--- src/rtl/fabric_spi_transmitter.sv ---
// SPI (CPOL=0, MSB first) word transmitter feeding fabric_spi_receiver.
// One-entry holding buffer lets consecutive words stream under a single CS_N.
module fabric_spi_transmitter #(
  parameter int unsigned HALF_PERIOD = 4
) (
  input  logic        clk_i,
  input  logic        rst_ni,
  input  logic        enable_i,
  input  logic [31:0] data_i,
  input  logic        valid_i,
  output logic        ready_o,
  output logic        busy_o,
  output logic        sclk_o,
  output logic        cs_no,
  output logic        mosi_o,
  input  logic        miso_i
);

  localparam int unsigned WORD_W = 32;
  localparam int unsigned CNT_W  = 5;
  localparam int unsigned PH_W   = 8;

  if (HALF_PERIOD < 2 || HALF_PERIOD > 255) begin : g_half_period_check
    $error("fabric_spi_transmitter: HALF_PERIOD must be in 2..255");
  end

  typedef enum logic [2:0] {
    IDLE  = 3'd0,
    LOW   = 3'd1,
    HIGH  = 3'd2,
    TRAIL = 3'd3,
    GAP   = 3'd4
  } state_t;

  state_t              state_q, state_d;
  logic [WORD_W-1:0]   hold_q, hold_d;
  logic                hold_valid_q, hold_valid_d;
  logic [WORD_W-1:0]   shift_q, shift_d;
  logic [CNT_W-1:0]    bit_cnt_q, bit_cnt_d;
  logic [PH_W-1:0]     phase_cnt_q, phase_cnt_d;
  logic                sclk_q, sclk_d;
  logic                cs_n_q, cs_n_d;
  logic                mosi_q, mosi_d;

  logic                phase_done;
  logic                start_ok;
  logic                load;
  logic                unused_miso;

  assign unused_miso = miso_i;
  assign phase_done  = (phase_cnt_q == PH_W'(HALF_PERIOD - 1));
  assign start_ok    = hold_valid_q && enable_i;

  // Next-state and datapath decode
  always_comb begin
    state_d      = state_q;
    hold_d       = hold_q;
    hold_valid_d = hold_valid_q;
    shift_d      = shift_q;
    bit_cnt_d    = bit_cnt_q;
    phase_cnt_d  = phase_cnt_q;
    sclk_d       = sclk_q;
    cs_n_d       = cs_n_q;
    mosi_d       = mosi_q;
    load         = 1'b0;

    case (state_q)
      IDLE: begin
        if (start_ok) begin
          load        = 1'b1;
          shift_d     = hold_q;
          cs_n_d      = 1'b0;
          bit_cnt_d   = '0;
          phase_cnt_d = '0;
          state_d     = LOW;
        end
      end
      LOW: begin
        if (phase_done) begin
          phase_cnt_d = '0;
          sclk_d      = 1'b1;
          mosi_d      = shift_q[WORD_W-1];
          state_d     = HIGH;
        end else begin
          phase_cnt_d = phase_cnt_q + PH_W'(1);
        end
      end
      HIGH: begin
        if (phase_done) begin
          phase_cnt_d = '0;
          sclk_d      = 1'b0;
          if (bit_cnt_q != CNT_W'(WORD_W - 1)) begin
            shift_d   = {shift_q[WORD_W-2:0], 1'b0};
            bit_cnt_d = bit_cnt_q + CNT_W'(1);
            state_d   = LOW;
          end else if (start_ok) begin
            // Chain the next word without releasing CS_N; SCLK stays periodic
            load      = 1'b1;
            shift_d   = hold_q;
            bit_cnt_d = '0;
            state_d   = LOW;
          end else begin
            state_d   = TRAIL;
          end
        end else begin
          phase_cnt_d = phase_cnt_q + PH_W'(1);
        end
      end
      TRAIL: begin
        if (phase_done) begin
          phase_cnt_d = '0;
          cs_n_d      = 1'b1;
          mosi_d      = 1'b0;
          state_d     = GAP;
        end else begin
          phase_cnt_d = phase_cnt_q + PH_W'(1);
        end
      end
      GAP: begin
        if (phase_done) begin
          phase_cnt_d = '0;
          state_d     = IDLE;
        end else begin
          phase_cnt_d = phase_cnt_q + PH_W'(1);
        end
      end
      default: begin
        state_d = IDLE;
      end
    endcase

    // Holding buffer: accept only when empty, so accept and load never collide
    if (valid_i && !hold_valid_q) begin
      hold_d       = data_i;
      hold_valid_d = 1'b1;
    end else if (load) begin
      hold_valid_d = 1'b0;
    end
  end

  // State and datapath registers
  always_ff @(posedge clk_i or negedge rst_ni) begin
    if (!rst_ni) begin
      state_q      <= IDLE;
      hold_q       <= '0;
      hold_valid_q <= 1'b0;
      shift_q      <= '0;
      bit_cnt_q    <= '0;
      phase_cnt_q  <= '0;
      sclk_q       <= 1'b0;
      cs_n_q       <= 1'b1;
      mosi_q       <= 1'b0;
    end else begin
      state_q      <= state_d;
      hold_q       <= hold_d;
      hold_valid_q <= hold_valid_d;
      shift_q      <= shift_d;
      bit_cnt_q    <= bit_cnt_d;
      phase_cnt_q  <= phase_cnt_d;
      sclk_q       <= sclk_d;
      cs_n_q       <= cs_n_d;
      mosi_q       <= mosi_d;
    end
  end

  assign sclk_o  = sclk_q;
  assign cs_no   = cs_n_q;
  assign mosi_o  = mosi_q;
  assign ready_o = !hold_valid_q;
  assign busy_o  = (state_q != IDLE) || hold_valid_q;

endmodule

--- config.mk ---
export PLATFORM = sky130hd
export DESIGN_NAME = fabric_spi_transmitter
export DESIGN_NICKNAME = d
export VERILOG_FILES = /design/src/rtl/fabric_spi_transmitter.sv
export SDC_FILE = /design/constraint.sdc
export NUM_CORES = 1
export LEC_CHECK = 0
export ABC_CLOCK_PERIOD_IN_PS = 5240
export BUFFER_PORTS_ARGS = -buffer_cell sky130_fd_sc_hd__buf_2
export CORE_ASPECT_RATIO = 0.6
export CORE_MARGIN = 5
export CORE_UTILIZATION = 40
export CTS_BUF_LIST = sky130_fd_sc_hd__clkbuf_16
export DETAILED_ROUTE_END_ITERATION = 12
export GPL_TIMING_DRIVEN = 0
export PLACE_DENSITY = 0.58
export SLEW_MARGIN = 10
export SYNTH_ARGS = -nofsm -noshare
export SYNTH_HDL_FRONTEND = slang
export SYNTH_SLANG_ARGS = --single-unit
--- constraint.sdc ---
create_clock -name clk_i -period 5.24 [get_ports clk_i]
set_input_delay 1.31 -clock clk_i [delete_from_list [all_inputs] [get_ports clk_i]]
set_output_delay 1.31 -clock clk_i [all_outputs]
set_load 0.05 [all_outputs]
# --- Yosys cells after proc, flatten, opt, wreduce, memory -nomap -nowiden ---
# Cells that the tools add are included.
totals:
  reg_bits: 84
  inputBits: 37
  output_inout_bits: 5
  word_cells: 73
classes:
  n_addsub: 2
  n_eq_ne: 11
  n_mux: 32
  reduce_logical: 19
op_table:
  columns: ["operator", "count"]
  rows:
  - ["32-bit 2-to-1 mux", 3]
  - ["32-bit case mux with 2 select lines", 1]
  - ["8-bit 2-to-1 mux", 2]
  - ["8-bit case mux with 2 select lines", 1]
  - ["3-bit 2-to-1 mux", 5]
  - ["5-bit 2-to-1 mux", 3]
  - ["3-bit case mux with 5 select lines", 1]
  - ["2-bit nonzero test", 6]
  - ["2-bit != test, second input constant", 5]
  - ["5-bit case mux with 2 select lines", 1]
  - ["1-bit 2-to-1 mux", 9]
  - ["3-bit AND reduction", 3]
  - ["8-bit by 1-bit adder with 8-bit output, second input constant", 1]
  - ["8-bit by 2-bit == test with 1-bit output, second input constant", 1]
  - ["1-bit case mux with 2 select lines", 4]
  - ["3-bit by 2-bit == test with 1-bit output, second input constant", 2]
  - ["5-bit by 1-bit adder with 5-bit output, second input constant", 1]
  - ["5-bit != test, second input constant", 1]
  - ["5-bit AND reduction", 1]
  - ["2-bit 2-to-1 mux", 2]
  - ["2-bit AND reduction", 2]
  - ["4-bit OR reduction", 1]
  - ["3-bit by 1-bit == test with 1-bit output, second input constant", 1]
  - ["3-bit == test, second input constant", 1]
  - ["5 further kinds", 6]

# --- Longest topological paths before layout ---
logic_depth:
  depth_word: 7
  ltp_mapped: 8

# --- Worst setup path before layout ---
# Ideal clock, no wire load.
synth_path:
  kind: "register -> output"
  start: "reg state_q[1]"
  end: "out busy_o"
  arrival_time_ns: 1.155
  required_ns: 3.930
  path_slack_ns: 2.775
  path_stages_with_launch: 5
  n_path_buf: 2
  cell_sequence: "dfrtp_1 -> buf_2 -> buf_2 -> nor2_1 -> nand2_1"
synth_between:
  elab_chain_len: 2
synth_lines:
  columns: ["element", "line", "text"]
  rows:
  - ["start, declared", "35", "state_t state_q, state_d;"]
  - ["start signal, assigned", "154", "state_q <= state_d;"]
  - ["3-bit nonzero test", "170", "assign busy_o = (state_q != IDLE) || hold_valid_q;"]
  - ["1-bit logical OR", "170", null]
  - ["end, declared", "12", "output logic busy_o,"]
# Every way passes these cells.

# --- Final worst setup path ---
# Same ends and word-level chain as after synthesis.

==> impl_metrics.csv <==
group,metric,value,unit
run,drv_cap,0,
clocking,cts_buffers,9,
power,power_density,287,mW/mm2
yosys,synth_area,0.00412,mm2
worst_setup_path,crit_top_cell,"buf_2",
final_layout,drive_gt1_share,35.8,%
global_routing,grt_max_degree,58,
route,totalWireLength,8.61,mm
yosys,yosys.area.top_type,"dfrtp_1",
clocking,post_cts_resized,0,
global_routing,grt_pass1_wl,15.1,mm
global_routing,grt_antenna_before_repair,0,
worst_setup_path,r2r_start,"bit_cnt_q[0]",
yosys,ys.flop_type,"dfrtp_1",
die,initial_core_util,41.4,%
placed_design,gp_congestion,0.797,
timing,slew_headroom,51.6,%
timing,maxSlewViolCount,0,
final_layout,nets,424,
route,drc,0,
route,postRouteAntennaNets,0,
global_routing,grt.overflow.total,0,
yosys,synth.distinct_cells,48,
global_routing,track_usage,15.4,%
worst_setup_path,cp.buffers_inverters,3,
yosys,synthAdderAreaFrac,0.912,%
yosys,synth_xor_area_share,0.426,%
placed_design,dp_slack,2460,ps
worst_setup_path,crit_slowest_cell,"dfrtp_1",
worst_setup_path,crit_chain,"buf_2 -> buf_2 -> nor2_1 -> nand2_1 -> buf_2",
die,fp.dieArea,0.0125,mm2
timing,fin_crit,2960,ps
route,viasPerCell,5.34,
clocking,postCtsSetupBuffers,0,
yosys,synth_compound_area_share,22.0,%
route,drt_pre_antenna_iters,5,
yosys,ys_seq_area_share,51.1,%
yosys,synth_warnings,0,
outcome,status,"finished clean",
clocking,cts_sinks,84,
final_layout,diodes,0,
yosys,ys_top_cells_by_area,"dfrtp_1 (50%), a2bb2oi_2 (11%), mux2_2 (9.0%), or3_1 (4.7%), o21ai_0 (4.5%)",
power,leakage,2.19,nW
worst_hold_path,worstHoldStart,"cs_no",
clocking,insertion_delay,330,ps
worst_setup_path,cp.required,3930,ps
timing,fin_ws,2280,ps
placed_design,portBuffers,40,
timing,rsz0062_at_grt,"false",
timing,finClkSkew,5.78,ps
timing,max_slew.worst_pin.slew,724,ps
yosys,ys_ff_latch,84,
clocking,clkSlewWorstSetupHoldPaths,60,ps
final_layout,area_growth,16.4,%
yosys,synthDominantCellAreaShare,50.5,%
timing,finalSetupViolations,0,
clocking,htree_levels,3,
yosys,async_flop_share,100,%
timing,tns,0,ps
worst_setup_path,crit_start,"state_q[1]",
power,max-vdd-ir-drop,172,uV
placed_design,hpwl,6.02,mm
worst_setup_path,crit_family,"buffers and inverters",
timing,post-route-period-util,56.6,%
timing,final_hold_viol_count,0,
clocking,cts_hold_buf,0,
yosys,synth_nets,372,
worst_setup_path,critPathLaunchType,"register",
clocking,clock-root-buffer,"clkbuf_16",
worst_setup_path,slowest_delay,380,ps
worst_hold_path,hold_path.class,"register to register",
clocking,clockBufferDepth,2,
global_routing,grt_pass1_vias,2905,
worst_setup_path,worst-path-max-fanout,10,
die,io_pins,42,
yosys,synth_edf_count,0,
timing,max_freq,337,MHz
clocking,cts_tree,"yes",
yosys,synthMuxAreaShare,9.57,%
die,core_area,0.00995,mm2
worst_setup_path,endpoint_kind,"primary output",
yosys,syn_area_per_cell,12.4,um2
die,die_x,141,um
route,drtIter0Drc,169,
die,num_rows,28,
die,die_h,88.6,um
yosys,synthCells,332,
yosys,synth_top_family_by_area,"compound AO/OA/AOI/OAI gates",
final_layout,final_common_cell,"dfrtp_1",
worst_setup_path,setup.worst_path.class,"register to primary output",
route,vias,2793,
yosys,yosys.area_share.simple,11.6,%
final_layout,final_cell_mix,"dfrtp_1 (83), buf_2 (47), o21ai_0 (37), mux2_2 (33), or3_1 (31)",
worst_setup_path,arrival,1650,ps
route,wl_per_cell,16.5,um
==> report_power, final <==
group / total (W) / internal (W) / switching [W] / leakage (nW)
combinational: 0.0000893 / 0.0000466 / 0.0000427 / 0.945
clock: 0.000595 / 0.000358 / 0.000237 / 0.140
sequential: 0.000692 / 0.000678 / 0.0000140 / 1.10
total: 0.00138 / 0.00108 / 0.000294 / 2.19
==> synthesized netlist by cell type (all sizes together) (2+ instances only) <==
cell      n
dfrtp    83
o21ai    37
mux2     35
a2bb2oi  32
or3      31
buf      16
nand2    13
clkbuf   10
nor2      9
a21oi     7
a31oi     5
a211oi    4
a22o      4
nand3     4
and2      3
ha        3
inv       3
nor2b     3
nor3      3
a21o      2
a32o      2
nand4     2
nor4b     2
o21a      2
==> layout make-up <==
class                   instances  area (um2)
fillers                       942        5160
flip-flops and latches         84        2100
multi-input cells             219        1830
repair buffers                 41         230
clock buffers                   9         225
well taps                     135         169
plain buffers                  26         168
clock inverters                 6        48.8
inverters                       3        11.3
==> logic make-up after synthesis <==
logic type	count (synthesis)
AOI/OAI and AO/OA	101
DFF	84
and+or+nand+nor	78
muxes	35
buffers and inverters	29
adders and majority gates	3
xor gates and xnor gates	2
==> worst reg2reg max path: cells and delay by family, from the launching register on <==
family | cells | cell delay, ps
adders and majority gates | 2 | 520
AOI/OAI and AO/OA | 2 | 290
DFF | 1 | 420
and+or+nand+nor | 3 | 1000
buffers and inverters | 1 | 370
==> sequential cells by signal (all words and copies together) (netlist names) <==
signal,cells
hold_q,32
shift_q,32
phase_cnt_q,8
bit_cnt_q,5
state_q,3
cs_no,1
hold_valid_q,1
mosi_o,1
sclk_o,1
==> worst paths after layout <==
| kind | to | depth (start not counted) | slack, ps |
|---|---|---|---|
| setup / recovery | busy_o | 5 | 2280 |
| setup reg to reg | shift_q[31] | 8 | 2580 |
| min in group asynchronous | hold_q[7] | 1 | 900 |
| max in group asynchronous | hold_q[22] | 2 | 3730 |
| hold / removal | cs_no | 2 | 480 |
| hold reg to reg | cs_no | 2 | 480 |
==> through the flow <==
step           hold slack (ps)  area [um2]  instances  power [W]  util (%)
3_3_place_gp               467        4490        507   0.000789      45.1
6_report                   479        4790        523    0.00138      48.1
2_1_floorplan              451        4120        332   0.000751         -
4_1_cts                    486        4790        523    0.00140      48.1
5_1_grt                    511        4790        523    0.00144      48.1
3_5_place_dp               478        4520        508   0.000795      45.4
==> routing by layer <==
layer  global-route usage (%)  wire [um]  share of wire, %  up-vias
li1                         -          -                 -     1353
met4                     4.84         96               1.1        0
met1                     23.2       4500                52     1371
met5                        0          0                 0        -
met2                     21.0       3540                41       59
met3                     4.59        475               5.5       10
Note: power is estimated with default switching activity, not from simulation.
